**src/rtl/fila_pkg.sv**
```systemverilog
// Shared types and helpers for the parametrised circular FIFO.
package fila_pkg;

  typedef enum logic [1:0] {
    S_EMPTY   = 2'd0,
    S_PARTIAL = 2'd1,
    S_FULL    = 2'd2
  } fila_state_t;

  // Circular pointer advance; depth need not be a power of two.
  function automatic int unsigned next_ptr(input int unsigned ptr, input int unsigned depth);
    return (ptr == depth - 1) ? 0 : ptr + 1;
  endfunction

endpackage

```
**src/rtl/fila_mem.sv**
```systemverilog
// Storage array for fila_param: DEPTH x DATA_WIDTH registers, no reset.
// Ports: clk_i clock; we_i/waddr_i/wdata_i synchronous write;
//        raddr_i/rdata_o asynchronous read.
module fila_mem #(
  parameter int DATA_WIDTH = 8,
  parameter int DEPTH      = 8,
  parameter int ADDR_W     = 3
) (
  input  logic                  clk_i,
  input  logic                  we_i,
  input  logic [ADDR_W-1:0]     waddr_i,
  input  logic [DATA_WIDTH-1:0] wdata_i,
  input  logic [ADDR_W-1:0]     raddr_i,
  output logic [DATA_WIDTH-1:0] rdata_o
);

  logic [DATA_WIDTH-1:0] mem_q [DEPTH];

  always_ff @(posedge clk_i) begin
    if (we_i) begin
      mem_q[waddr_i] <= wdata_i;
    end
  end

  assign rdata_o = mem_q[raddr_i];

endmodule

```
**src/rtl/fila_param.sv**
```systemverilog
// Parametrised synchronous circular FIFO with full/empty status and
// single-cycle overflow/underflow pulses.
// Ports: clock_10KHz, reset (sync, active-high), enqueue_in, dequeue_in,
//        data_in -> data_out (registered pop data), len_out, full_out,
//        empty_out, overflow_out, underflow_out.
// Optional: FILA_PEEK_EN adds peek_out (combinational head word, 0 when empty).
module fila_param
  import fila_pkg::*;
#(
  parameter  int DATA_WIDTH = 8,
  parameter  int DEPTH      = 8,
  localparam int LEN_WIDTH  = $clog2(DEPTH + 1)
) (
  input  logic                  clock_10KHz,
  input  logic                  reset,
  input  logic                  enqueue_in,
  input  logic                  dequeue_in,
  input  logic [DATA_WIDTH-1:0] data_in,
  output logic [DATA_WIDTH-1:0] data_out,
  output logic [LEN_WIDTH-1:0]  len_out,
  output logic                  full_out,
  output logic                  empty_out,
  output logic                  overflow_out,
  output logic                  underflow_out
`ifdef FILA_PEEK_EN
  ,
  output logic [DATA_WIDTH-1:0] peek_out
`endif
);

  localparam int PTR_W = $clog2(DEPTH);

  fila_state_t           state_q, state_d;
  logic [PTR_W-1:0]      head_q, head_d;
  logic [PTR_W-1:0]      tail_q, tail_d;
  logic [LEN_WIDTH-1:0]  len_q, len_d;
  logic [DATA_WIDTH-1:0] data_q, data_d;
  logic                  ovf_q, ovf_d;
  logic                  unf_q, unf_d;
  logic                  push_ok, pop_ok;
  logic [DATA_WIDTH-1:0] rd_data;

  fila_mem #(
    .DATA_WIDTH (DATA_WIDTH),
    .DEPTH      (DEPTH),
    .ADDR_W     (PTR_W)
  ) u_mem (
    .clk_i   (clock_10KHz),
    .we_i    (push_ok),
    .waddr_i (tail_q),
    .wdata_i (data_in),
    .raddr_i (head_q),
    .rdata_o (rd_data)
  );

  always_comb begin
    pop_ok  = dequeue_in && (state_q != S_EMPTY);
    // When full, a same-cycle pop frees head == tail; the async read
    // sees the old word before the write lands at the edge.
    push_ok = enqueue_in && ((state_q != S_FULL) || pop_ok);

    head_d = head_q;
    tail_d = tail_q;
    if (pop_ok)  head_d = PTR_W'(next_ptr(32'(head_q), DEPTH));
    if (push_ok) tail_d = PTR_W'(next_ptr(32'(tail_q), DEPTH));

    len_d  = len_q + LEN_WIDTH'(push_ok) - LEN_WIDTH'(pop_ok);
    data_d = pop_ok ? rd_data : data_q;
    ovf_d  = enqueue_in && !push_ok;
    unf_d  = dequeue_in && (state_q == S_EMPTY);

    if (len_d == '0)                         state_d = S_EMPTY;
    else if (len_d == LEN_WIDTH'(DEPTH))     state_d = S_FULL;
    else                                     state_d = S_PARTIAL;
  end

  always_ff @(posedge clock_10KHz) begin
    if (reset) begin
      state_q <= S_EMPTY;
      head_q  <= '0;
      tail_q  <= '0;
      len_q   <= '0;
      data_q  <= '0;
      ovf_q   <= 1'b0;
      unf_q   <= 1'b0;
    end else begin
      state_q <= state_d;
      head_q  <= head_d;
      tail_q  <= tail_d;
      len_q   <= len_d;
      data_q  <= data_d;
      ovf_q   <= ovf_d;
      unf_q   <= unf_d;
    end
  end

  assign data_out      = data_q;
  assign len_out       = len_q;
  assign full_out      = (state_q == S_FULL);
  assign empty_out     = (state_q == S_EMPTY);
  assign overflow_out  = ovf_q;
  assign underflow_out = unf_q;

`ifdef FILA_PEEK_EN
  assign peek_out = (state_q == S_EMPTY) ? '0 : rd_data;
`endif

endmodule

```
**config.mk**
```make
export PLATFORM = sky130hd
export DESIGN_NAME = fila_param
export DESIGN_NICKNAME = d
export VERILOG_FILES = /design/src/rtl/fila_pkg.sv /design/src/rtl/fila_mem.sv /design/src/rtl/fila_param.sv
export SDC_FILE = /design/constraint.sdc
export NUM_CORES = 1
export LEC_CHECK = 0
export BUFFER_PORTS_ARGS = -buffer_cell sky130_fd_sc_hd__buf_2
export CAP_MARGIN = 20
export CORE_MARGIN = 3
export CORE_UTILIZATION = 60
export CTS_BUF_LIST = sky130_fd_sc_hd__clkbuf_4 sky130_fd_sc_hd__clkbuf_8
export DETAILED_ROUTE_END_ITERATION = 8
export GPL_TIMING_DRIVEN = 0
export PLACE_DENSITY = 0.77
export SETUP_SLACK_MARGIN = 0.1
export SYNTH_ARGS = -nofsm -noshare
export SYNTH_HDL_FRONTEND = slang
export SYNTH_SLANG_ARGS = --single-unit
```
**constraint.sdc**
```tcl
create_clock -name clock_10KHz -period 3.2 [get_ports clock_10KHz]
set_input_delay 0.48 -clock clock_10KHz [delete_from_list [all_inputs] [get_ports clock_10KHz]]
set_output_delay 0.48 -clock clock_10KHz [all_outputs]
set_load 0.05 [all_outputs]
```
=== Yosys cells after proc, flatten, opt, wreduce, memory -nomap -nowiden ===
Memory sizes are Yosys's and may differ from the RTL's. A register that Yosys moved wholly into a read port is not among the register bits.
Cells that the tools add are included.

* Bits in registers: 14
* Bits in latches: 0
* Memory bits (writable): 64
* Memory bits (read-only): 0
* Output and inout port bits: 16
* Memories: 1

* Add/subtract/negate cells: 4
* $mul: 0
* Div/mod/pow operators: 0
* Order comparisons: 0
* Equality and inequality tests: 5
* Shifts and indexed selects: 0
* Mux-type cells: 5
* Bitwise gates (word level): 0
* Reduce and logical (&&, ||, !) cells: 10

{| class="wikitable"
|+ Memories
! name !! depth !! bits a word !! rd ports !! clocked after memory_dff !! wr ports !! line !! source
|-
| u_mem.mem_q || 8 || 8 || 1 || 1 || 1 || fila_mem.sv:17 || <nowiki>logic [DATA_WIDTH-1:0] mem_q [DEPTH];</nowiki>
|}

{| class="wikitable"
|+ Operators with widths
! kind !! number
|-
| 3-bit by 1-bit adder with 3-bit output (second input constant) || 2
|-
| 3-bit == test (second input constant) || 2
|-
| 3-bit 2-to-1 mux || 2
|-
| 4-bit by 1-bit adder with 4-bit output || 1
|-
| 4-bit == test (second input constant) || 1
|-
| 1-bit logical AND || 4
|-
| 4-bit logical NOT || 1
|-
| 4-bit by 1-bit subtractor with 4-bit output || 1
|-
| 2-bit == test (second input constant) || 1
|-
| 2-bit logical NOT || 1
|-
| 1-bit 2-to-1 mux || 2
|-
| 2-bit 2-to-1 mux || 1
|-
| 2-bit inequality test (second input constant) || 1
|-
| 2-bit nonzero test || 1
|-
| 2-bit OR reduction || 1
|-
| 1-bit logical NOT || 1
|-
| 1-bit logical OR || 1
|}

=== Longest topological paths before layout ===
Gate-level depths: netlist (run 1).

* Depth in word-level cells: 8
* Depth in mapped cells: 10
* Depth with buffers taken out: 9

=== Cells and area by module ===
Synthesis (run 1) repeated with hierarchy kept, for this count alone.

* Cells, all modules: 211
* Area, all modules: 3464.6 um^2

{| class="wikitable"
|+ Modules (own cells, without submodules)
! module !! times used !! cells an instance !! area each (um^2) !! seq. area each (um^2)
|-
| fila_mem || 1 || 106 || 2531.2 || 1921.8
|-
| fila_param || 1 || 105 || 933.4 || 440.4
|}

=== Worst setup path after synthesis (run 1) ===
No wires, ideal clock.

* Path kind: input to register
* Start point: in dequeue_in
* End point: reg state_q[1]
* Library setup time: 134 ps
* Arrival time: 1925 ps
* Required time: 3066 ps
* Slack: 1141 ps
* Cell stages on the path: 9
* Path buffers: 1
* Cells stage by stage: or3b_1 > buf_6 > nand3_1 > nand2_1 > ha_1 > inv_1 > fa_1 > nand3b_1 > nor3_1

* Longest elaborated chain between the ends: 7
* Elaborated cells on any way between the ends: 9

{| class="wikitable"
|+ Ends and longest elaborated chain
! item !! line !! source
|-
| start: declaration || fila_param.sv:17 || <nowiki>input logic dequeue_in,</nowiki>
|-
| 1-bit logical AND * || fila_param.sv:57 || <nowiki>pop_ok = dequeue_in && (state_q != S_EMPTY);</nowiki>
|-
| 1-bit logical OR || fila_param.sv:60 || <nowiki>push_ok = enqueue_in && ((state_q != S_FULL) || pop_ok);</nowiki>
|-
| 1-bit logical AND || fila_param.sv:60 ||
|-
| 4-bit by 1-bit adder with 4-bit output || fila_param.sv:67 || <nowiki>len_d = len_q + LEN_WIDTH'(push_ok) - LEN_WIDTH'(pop_ok);</nowiki>
|-
| 4-bit by 1-bit subtractor with 4-bit output * || fila_param.sv:67 ||
|-
| 4-bit == test or 4-bit logical NOT (tied branches) || fila_param.sv:73, fila_param.sv:72 ||
|-
| 2-bit 2-to-1 mux or 2-bit OR reduction (tied branches) || -- ||
|-
| end signal: assignment || fila_param.sv:87 || <nowiki>state_q <= state_d;</nowiki>
|-
| end: declaration || fila_param.sv:33 || <nowiki>fila_state_t state_q, state_d;</nowiki>
|}

Every way passes the cells marked *; elsewhere a longest branch is shown, timed or not.
A chain may end at the register's enable or synchronous reset.

=== Worst setup path after layout (run 1) ===
* Start point: reg state_q[0]
* End point: reg state_q[0]

* Longest elaborated chain between the ends: 8
* Elaborated cells on any way between the ends: 11

{| class="wikitable"
|+ Ends and longest elaborated chain
! item !! line
|-
| 2-bit nonzero test || fila_param.sv:57
|-
| 1-bit logical AND || fila_param.sv:57
|-
| 1-bit logical OR || fila_param.sv:60
|-
| 1-bit logical AND || fila_param.sv:60
|-
| 4-bit by 1-bit adder with 4-bit output || fila_param.sv:67
|-
| 4-bit by 1-bit subtractor with 4-bit output * || fila_param.sv:67
|-
| 4-bit == test or 4-bit logical NOT (tied branches) || fila_param.sv:73, fila_param.sv:72
|-
| 2-bit 2-to-1 mux or 2-bit OR reduction (tied branches) || --
|}

Marked as above.

==> impl_results.md, run 1 <==
- Depth of the worst register-to-register path: 9
- Synthesis Warnings: 0
- Routed via count: 2,048
- Hold Path Sink: len_out[0]$_SDFF_PP0_
- Max FO, Critical Path: 7
- Count of buffers inserted at the top-level ports: 27
- Setup repair bufs after CTS: 0
- Setup repair after global routing missed its margin: false
- Tightest Hold Check Type: in -> reg
- Height of the die: 81.80 µm
- Transition time of the tightest slew-check pin: 0.9056 ns
- Finish-stage setup viols: 0
- Number of flops mapped to enable cells by yosys: 64
- DR WL/cell: 19.45 µm
- R2R Setup Slk: 0.99 ns
- First-pass DRT Iterations: 4
- Final sum of negative setup slack: 0 ns
- Inserted Diodes: 0
- Number of unique standard cell types used by synthesis: 37
- Relative slew slack: 0.3940
- # nets final: 300
- Level count of the clock H-tree: 3
- Reg-to-reg critical path endpoint: state_q[0]$_SDFF_PP0_
- Final cycle utilization of the critical path: 0.6898
- Average footprint of a synthesized cell: 14.54 µm²
- Sequential fraction of the synthesis area: 0.6853
- Later-pin clock latency in the skew report: 0.34 ns
- Most used DFF post-synth: sky130_fd_sc_hd__edfxtp_1
- Master cell of the clock root buffer: sky130_fd_sc_hd__clkbuf_8
- Kind of launch point of the worst setup path: flop
- Total track usage: 0.2290
- Detailed-route DRC error count: 0
- Syn Inst Count: 237
- CTS clock-pin slew for the worst setup and hold paths: 0.08 ns
- Starting density of the core: 0.6461
- TritonCTS clock tree: built
- Nets in the synthesized netlist: 257
- Hold Startpoint: reset
- Placed wire-length estimate: 4430 µm
- CP Class: reg -> reg
- Ratio of cells with drive above 1 in the final layout: 0.2175
- Count of cells resized by post-cts repair: 0
- Area Growth Syn to Fin: 15.57%
- Count of hold-fix buffers inserted at cts: 0
- Highest cell delay on the worst timing path: 0.42 ns
- Clk sink count: 86
- Slowest cell on the critical path: sky130_fd_sc_hd__dfxtp_1
- Antenna violations before repair: 0
- Worst clock skew: 0.007338 ns
- IR drop worst, VDD: 0.6164 mV
- Number of non-filler instances in the completed layout: 355
- Via count normalized by instance count: 5.769
- Placer's final routability congestion estimate: 0.7445
- Slew Limit Fails: 0
- Number of placed instances, taps included: 339
- Share of synthesized flip-flops with an asynchronous set or reset: 0
- Reg-to-reg startpoint: state_q[0]$_SDFF_PP0_
- Antenna-violating nets left: 0
- Maximum number of pins on one net before global-route repair: 15
- Global-route wire length before repair: 10,820 µm
- Nature of the critical path endpoint: flop
- Max_cap viols: 0
- Commonest cells after routing, fill and taps aside: sky130_fd_sc_hd__edfxtp_1 (64), sky130_fd_sc_hd__mux2i_1 (34), sky130_fd_sc_hd__buf_2 (28)
- IO Pins: 28
- Worst path cell trace: o21ai_2 -> or2_2 -> nand2_1 -> ha_1 -> inv_1 -> fa_1 -> xor2_1 -> nand3b_1 -> nor2b_1
- Mapped Area: 3447 µm²
- Vias in the first global route: 2,084
- Wire length after detailed routing: 6906 µm
- Worst path required time: 3.43 ns
- Endpoint arrival time on the critical path: 2.44 ns
- Final Critical Period: 2.207 ns
- Total grt overflow: 0
- Number of flip-flops and latches in the synthesized netlist: 86
- Final Hold Viols: 0
- Number of rows in the core area: 26
- FMAX: 453.1 MHz
- Longest Clk Path Bufs: 2
- Number of clock buffers inserted by TritonCTS: 9
- Power Dens Cells: 820.7 nW/µm²
- Cell leakage power: 1.464 nW
- Die X: 81.80 µm
- Outcome: finished, final reports clean
- Number of DRC markers after the initial detailed-route iteration: 181
- Hold depth: 2
- Most common library cell in the layout ignoring fill and taps: sky130_fd_sc_hd__edfxtp_1
- Core Region: 5335 µm²
- Total power after layout: 0.003269 W
- Overall die area: 6690 µm²
==> cells by family after synthesis <==
group                      share of synthesized area
buffers and inverters                        0.02576
and+or+nand+nor                              0.09075
AOI/OAI and AO/OA                            0.06062
DFF                                           0.6853
muxes                                        0.09873
xor gates and xnor gates                    0.007624
adders and majority gates                    0.03122
==> area by class of cell <==
type	count	area (µm²)
Sequential cell	86	2362
Fill cell	351	1351
Multi-Input combinational cell	136	1002
Timing Repair Buffer	32	172.7
Clock buffer	10	137.6
Clock inverter	6	132.6
Tap cell	70	87.58
Buffer	11	73.82
Inverter	4	15.01
==> state kept, by name, summed over array words and instances, names as in the netlist <==
register / cells
state_q: 2
len_out: 4
underflow_out: 1
tail_q: 3
overflow_out: 1
head_q: 3
u_mem.mem_q: 64
data_out: 8
==> per-layer routing <==
metal	wire, µm	up-vias	GRT usage
met5	0	-	0
met4	71	0	0.09468
met3	350	8	0.04276
met2	3475	66	0.3635
met1	3008	1008	0.3124
li1	-	966	-
==> worst max-delay path by stage <==
stage	to	slack, ns	start	cells past startpoint
after floorplan	state_q[1]$_SDFF_PP0_	1.14	dequeue_in	9
after global placement	u_mem.mem_q[0][6]$_DFFE_PP_	0.35	dequeue_in	5
after detailed placement	state_q[0]$_SDFF_PP0_	0.84	dequeue_in	10
after CTS	state_q[0]$_SDFF_PP0_	0.98	state_q[0]$_SDFF_PP0_	9
after global routing	state_q[0]$_SDFF_PP0_	0.81	state_q[0]$_SDFF_PP0_	9
final	state_q[0]$_SDFF_PP0_	0.99	state_q[0]$_SDFF_PP0_	9
==> synthesized netlist by cell type, drive strengths merged (2+ instances only) <==
library cell	number	area share
o21ai	9	0.014
nor3	6	0.0087
xor2	2	0.0051
nor2	11	0.012
ha	7	0.025
nand2b	2	0.0036
a21oi	5	0.0094
dfxtp	22	0.13
nand2	22	0.029
mux2i	34	0.099
a22oi	16	0.035
inv	4	0.0044
edfxtp	64	0.56
nand3	3	0.0044
buf	7	0.017
clkbuf	4	0.0047
nor2b	5	0.0091
or3b	2	0.0051
==> through the flow <==
step	area [µm²]	worst slack, ns	hold WS (ns)	util
finish	3984	0.9928	0.3936	0.7467
floorplan	3447	1.141	0.4688	-
CTS	3984	0.9843	0.3854	0.7467
global placement	3670	0.3538	0.4298	0.6879
global route	3984	0.8078	0.4045	0.7467
detailed placement	3714	0.8373	0.4363	0.6961
==> critical path, delay by kind of cell, from the launching register on <==
kind	cells	cell delay, ns
AND/OR/NAND/NOR	4	0.68
adder cells (fa/ha/maj)	2	0.55
flip-flops	1	0.42
XOR/XNOR	1	0.24
AO/OA/AOI/OAI	1	0.16
buffers and inverters	1	0.06
==> report_power, final <==
group          internal (W)  total (W)  switching, W
combinational      0.000319   0.000907      0.000587
clock              0.000618    0.00100      0.000382
sequential          0.00130    0.00136     0.0000646
No activity file was read; power rests on OpenSTA's default activity.
==> run 2, diff against run 1 <==
CORE_UTILIZATION = 55   (was 60)
PLACE_DENSITY = 0.74   (was 0.77)
clock period = 1.8 ns   (was 3.2 ns; I/O delays follow)
==> run 2 against run 1 <==
The flow now finishes with violations (negative setup slack). Non-clock buffer count grew 7. Global-route usage shrank 3.6 points. Critical endpoint unchanged. Utilization shrank 5.1 points. Highest routed layer unchanged. Hold slack lost 0.24 ns. Via count shrank 0.34%. Cell count grew 3.4%. Sequential power grew 79%. Maximum frequency grew 11%. Die area grew 8.4%. Flip-flop and latch count is the same.
==> impl_results.md, run 2 (synthesis gave the netlist of run 1 again) <==
- Outcome: finished with violations
- Failing checks: negative setup slack
- Global-route wire length before repair: 10,060 µm
- Area taken by multi-input logic gates: 1137 µm²
- Longest Clk Path Bufs: 2
- Number of rows in the core area: 28
- Via count normalized by instance count: 5.561
- IR drop worst, VDD: 1.445 mV
- Kind of launch point of the worst setup path: flop
- Routed via count: 2,041
- Placed inst area: 3726 µm²
- Overall die area: 7253 µm²
- Most common library cell in the layout ignoring fill and taps: sky130_fd_sc_hd__edfxtp_1
- Cell leakage power: 1.503 nW
- Final design instance area without fill: 4170 µm²
- WHS: 0.1581 ns
- Max reg flops: 64
- Register bank with the most flops: u_mem.mem_q
- Relative contribution of combinational cells to total power: 0.325
- Net switching fraction of the power: 0.3309
- CP Class: reg -> reg
- Int Pwr: 0.003857 W
- Area Growth Syn to Fin: 20.98%
- Total track usage: 0.1928
- Clock share of power: 0.252
- Top metal layer carrying routed signals: met4
- Sequential cell fraction of total power: 0.423
- Power Dens Cells: 1382 nW/µm²
- Max FO, Critical Path: 4
- Final cycle utilization of the critical path: 1.105
- Setup repair after global routing missed its margin: true
- First-pass DRT Iterations: 4
- Clk sink count: 86
- Level count of the clock H-tree: 3
- Relative slew slack: 0.5667
- TritonCTS clock tree: built
- FMAX: 502.7 MHz
- Worst path required time: 2.09 ns
- Later-pin clock latency in the skew report: 0.35 ns
- Endpoint arrival time on the critical path: 2.28 ns
- Reported net switching power: 0.001907 W
- Max_cap viols: 0
- Tightest Hold Check Type: in -> reg
- Core Region: 5991 µm²
- Starting density of the core: 0.5754
- Worst clock skew: 0.009520 ns
- DR WL/cell: 18.17 µm
- Master cell of the clock root buffer: sky130_fd_sc_hd__clkbuf_8
- Ratio of cells with drive above 1 in the final layout: 0.3048
- FF/Latch Area: 2370 µm²
- Total power after layout: 0.005764 W
- Slew Limit Fails: 0
- Antenna violations before repair: 0
- Routed met3 length: 341 µm
- Commonest cells after routing, fill and taps aside: sky130_fd_sc_hd__edfxtp_1 (64), sky130_fd_sc_hd__mux2i_1 (34), sky130_fd_sc_hd__buf_2 (28)
- Vias in the first global route: 2,025
- Nature of the critical path endpoint: flop
- Antenna-violating nets left: 0
- Final Hold Viols: 0
- Maximum number of pins on one net before global-route repair: 15
- Transition time of the tightest slew-check pin: 0.6476 ns
- Inserted Diodes: 0
- Worst setup slack after layout: -0.1894 ns
- Detailed-route DRC error count: 0
- Number of non-filler instances in the completed layout: 367
- Height of the die: 85.17 µm
- Placed wire-length estimate: 4006 µm
- Number of clock buffers inserted by TritonCTS: 9
- Placer's final routability congestion estimate: 0.7315
- Finish-stage setup viols: 5
- CTS clock-pin slew for the worst setup and hold paths: 0.09 ns
- Final Critical Period: 1.989 ns
- Total grt overflow: 0
- Wire length after detailed routing: 6667 µm
- Post-Route M1 WL: 2690 µm
- IO Pins: 28
- Count of buffers inserted at the top-level ports: 27
- # nets final: 307
- Number of placed instances, taps included: 339
- Number of fill cells: 393
- Die X: 85.17 µm
- Met2 WL post-DR: 3457 µm
- Core utilization of the finished layout: 0.6961
- Number of DRC markers after the initial detailed-route iteration: 132
## run 2: changes by cell type in the layout (fill, tap and decap cells not counted), sizes merged
cell | previous run | this run
buf | 39 | 46
clkinv | 1 | 3
bufinv | 4 | 2
## run 2: path summary, 6_finish.rpt
| kind | slack (ns) | cells past startpoint | to | start |
|---|---|---|---|---|
| setup reg to reg | -0.19 | 9 | state_q[0]$_SDFF_PP0_ | state_q[1]$_SDFF_PP0_ |
| setup / recovery | -0.19 | 9 | state_q[0]$_SDFF_PP0_ | state_q[1]$_SDFF_PP0_ |
| hold / removal | 0.16 | 2 | state_q[0]$_SDFF_PP0_ | reset |
| hold reg to reg | 0.44 | 2 | data_out[6]$_SDFFE_PP0N_ | data_out[6]$_SDFFE_PP0N_ |
## run 2: what timing repair did
item | in CTS | in global routing
setup buffers | 5 | 7
hold buffers | 0 | 0
resized for setup | 13 | 8
setup endpoints to repair | 69 | 53
pin swaps | 3 | 8
## run 2: power by group through the flow
stage / clock network [W] / logic [W] / registers, W
4_1_cts: 0.00146 / 0.00177 / 0.00244
5_1_grt: 0.00157 / 0.00202 / 0.00246
3_5_place_dp: 0 / 0.00162 / 0.00248
6_report: 0.00145 / 0.00187 / 0.00244
2_1_floorplan: 0 / 0.000969 / 0.00277
3_3_place_gp: 0 / 0.00160 / 0.00247
## run 2: final cells by class
cell class                      count  area share
Timing Repair Buffer               39     0.06301
Multi-Input combinational cell    136      0.2727
Inverter                            4    0.003600
Buffer                             11     0.01770
Clock inverter                      6     0.02070
Tap cell                           75     0.02250
Clock buffer                       10     0.03150
Sequential cell                    86      0.5683
## run 2: critical path, stage by stage, from the launching register on
cell                       delay [ns]
sky130_fd_sc_hd__dfxtp_4         0.37
sky130_fd_sc_hd__or3b_4          0.38
sky130_fd_sc_hd__buf_6           0.13
sky130_fd_sc_hd__nand3_2         0.07
sky130_fd_sc_hd__nand2_1         0.06
sky130_fd_sc_hd__ha_2            0.18
sky130_fd_sc_hd__inv_2           0.06
sky130_fd_sc_hd__fa_2            0.44
sky130_fd_sc_hd__nand3b_1        0.11
sky130_fd_sc_hd__nor2b_1         0.13
## run 2: metrics by stage
step | setup TNS [ns] | setup WS (ns)
3_5_place_dp | -8.436 | -0.2401
3_3_place_gp | -7.426 | -0.2510
4_1_cts | -1.437 | -0.1621
5_1_grt | -1.092 | -0.2953
2_1_floorplan | -0.1552 | -0.07837
6_report | -0.6218 | -0.1894
## run 2: routing by layer
metal,global-route usage,vias up
met5,0,-
met2,0.3206,53
met1,0.2292,995
met4,0.1065,0
li1,-,978
met3,0.04854,15
==> run 3, diff against run 2 <==
GPL_TIMING_DRIVEN = not set   (was 0)
SETUP_SLACK_MARGIN = not set   (was 0.1)
==> run 3 against run 2 <==
The flow still finishes with violations (negative setup slack). Critical path depth is 1 lower. Sequential share of layout area is 0.46 points higher. Sequential power is essentially flat. Maximum frequency is 3.4% higher. Hold slack improved by 0.045 ns. Total power shrank 0.23%.
==> impl_results.md, run 3 (synthesis gave the netlist of run 1 again) <==
- Outcome: finished with violations
- Failing checks: negative setup slack
- First-pass DRT Iterations: 4
- Number of non-filler instances in the completed layout: 366
- CP Class: reg -> reg
- Die X: 85.17 µm
- Kind of launch point of the worst setup path: flop
- Finish-stage setup viols: 2
- WHS: 0.2036 ns
- Number of placed instances, taps included: 350
- Power Dens Cells: 1392 nW/µm²
- Core utilization of the finished layout: 0.6894
- Core Region: 5991 µm²
- Number of rows in the core area: 28
- Setup repair after global routing missed its margin: true
- Worst path cell trace: or3b_4 -> nand3_2 -> nand2_2 -> ha_4 -> inv_2 -> fa_2 -> nand3b_1 -> nor2b_1
- Later-pin clock latency in the skew report: 0.34 ns
- Tightest Hold Check Type: in -> reg
- Antenna violations before repair: 0
- IR drop worst, VDD: 1.548 mV
- Transition time of the tightest slew-check pin: 0.8173 ns
- FMAX: 519.9 MHz
- Total track usage: 0.1975
- Starting density of the core: 0.5754
- Number of DRC markers after the initial detailed-route iteration: 175
- Inserted Diodes: 0
- Maximum number of pins on one net before global-route repair: 33
- Global-route wire length before repair: 10,590 µm
- R2R Setup Slk: -0.12 ns
- Final design instance area without fill: 4130 µm²
- Total grt overflow: 0
- Hold Path Sink: u_mem.mem_q[4][5]$_DFFE_PP_
- Vias in the first global route: 2,098
- Via count normalized by instance count: 5.546
- Count of hold-fix buffers inserted at cts: 0
- Nature of the critical path endpoint: flop
- Detailed-route DRC error count: 0
- Count of buffers inserted at the top-level ports: 27
- IO Pins: 28
- Commonest cells after routing, fill and taps aside: sky130_fd_sc_hd__edfxtp_1 (64), sky130_fd_sc_hd__mux2i_1 (34), sky130_fd_sc_hd__buf_2 (27)
- Final Hold Viols: 0
- Height of the die: 85.17 µm
- Highest cell delay on the worst timing path: 0.44 ns
- Worst setup slack after layout: -0.1234 ns
- Worst path required time: 2.07 ns
- Relative slew slack: 0.4540
- Hold depth: 1
- Reg-to-reg critical path endpoint: state_q[0]$_SDFF_PP0_
- Reg-to-reg startpoint: state_q[1]$_SDFF_PP0_
- Placed wire-length estimate: 4256 µm
- Slowest cell on the critical path: sky130_fd_sc_hd__fa_2
- Placer's final routability congestion estimate: 0.7390
- Worst clock skew: 0.007964 ns
- Area taken by multi-input logic gates: 1126 µm²
- Area Growth Syn to Fin: 19.82%
- CTS clock-pin slew for the worst setup and hold paths: 0.08 ns
- Routed via count: 2,030
- Max_cap viols: 0
- Ratio of cells with drive above 1 in the final layout: 0.3127
- Slew Limit Fails: 0
- Setup repair bufs after CTS: 0
- Level count of the clock H-tree: 3
- # nets final: 306
- Endpoint arrival time on the critical path: 2.19 ns
- Hold Startpoint: data_in[5]
- Placed inst area: 3802 µm²
- FF/Latch Area: 2366 µm²
- Longest Clk Path Bufs: 2
- Final cycle utilization of the critical path: 1.069
- Cell leakage power: 1.513 nW
- Overall die area: 7253 µm²
- Max reg flops: 64
- Number of fill cells: 435
- Max FO, Critical Path: 3
- Setup slack at placement: -0.2206 ns
- Depth of the worst register-to-register path: 8
- Antenna-violating nets left: 0
- Most common library cell in the layout ignoring fill and taps: sky130_fd_sc_hd__edfxtp_1
- Final Critical Period: 1.923 ns
- DR WL/cell: 18.04 µm
- Wire length after detailed routing: 6602 µm
- Number of clock buffers inserted by TritonCTS: 9
- TritonCTS clock tree: built
- Clk sink count: 86
- Register bank with the most flops: u_mem.mem_q
- Master cell of the clock root buffer: sky130_fd_sc_hd__clkbuf_8
==> run 3: worst max path at each step <==
stage | startpoint | end | slack (ns) | depth (start not counted)
after CTS | state_q[1]$_SDFF_PP0_ | u_mem.mem_q[5][2]$_DFFE_PP_ | -0.15 | 4
after detailed placement | dequeue_in | u_mem.mem_q[6][5]$_DFFE_PP_ | -0.22 | 7
after global routing | state_q[1]$_SDFF_PP0_ | state_q[0]$_SDFF_PP0_ | -0.19 | 10
final | state_q[1]$_SDFF_PP0_ | state_q[0]$_SDFF_PP0_ | -0.12 | 8
after global placement | dequeue_in | u_mem.mem_q[5][5]$_DFFE_PP_ | -0.14 | 5
after floorplan | state_q[1]$_SDFF_PP0_ | state_q[1]$_SDFF_PP0_ | -0.09 | 9
==> run 3: routing by layer <==
layer / track usage / vias up / part of all wire
li1: - / 978 / -
met1: 0.2693 / 996 / 0.42
met2: 0.3136 / 50 / 0.51
met3: 0.04854 / 6 / 0.059
met4: 0.06475 / 0 / 0.0089
met5: 0 / - / 0
==> run 3: power by group <==
| part | total (W) | internal [W] | switching (W) |
|---|---|---|---|
| combinational | 0.00189 | 0.000759 | 0.00113 |
| clock | 0.00143 | 0.000804 | 0.000625 |
| sequential | 0.00244 | 0.00231 | 0.000122 |
| total | 0.00575 | 0.00388 | 0.00187 |
==> run 3: final cells by class <==
| class | count | share of cell area |
|---|---|---|
| clock buffer | 11 | 0.03363 |
| clock inverter | 5 | 0.01787 |
| inverter | 4 | 0.003635 |
| multi-input combinational | 136 | 0.2726 |
| sequential | 86 | 0.5729 |
| timing repair buffer | 49 | 0.07664 |
| tap | 75 | 0.02272 |
==> run 3: repair_timing <==
action	in CTS	in global routing
pin swaps	7	7
resized for setup	6	16
endpoints found under the setup margin	41	48
==> run 3: per-stage QoR <==
step / power [W] / setup TNS [ns]
floorplan: 0.003712 / -0.1836
global placement: 0.004131 / -3.657
detailed placement: 0.004182 / -5.118
CTS: 0.005690 / -3.086
global route: 0.006043 / -0.6051
finish: 0.005750 / -0.2063
==> run 3: worst max-delay path, delay by kind of cell (launching register included) <==
kind	cells	cell delay, ns
adder cells (fa/ha/maj)	2	0.60
flip-flops	1	0.35
buffers and inverters	1	0.05
AND/OR/NAND/NOR	5	0.85
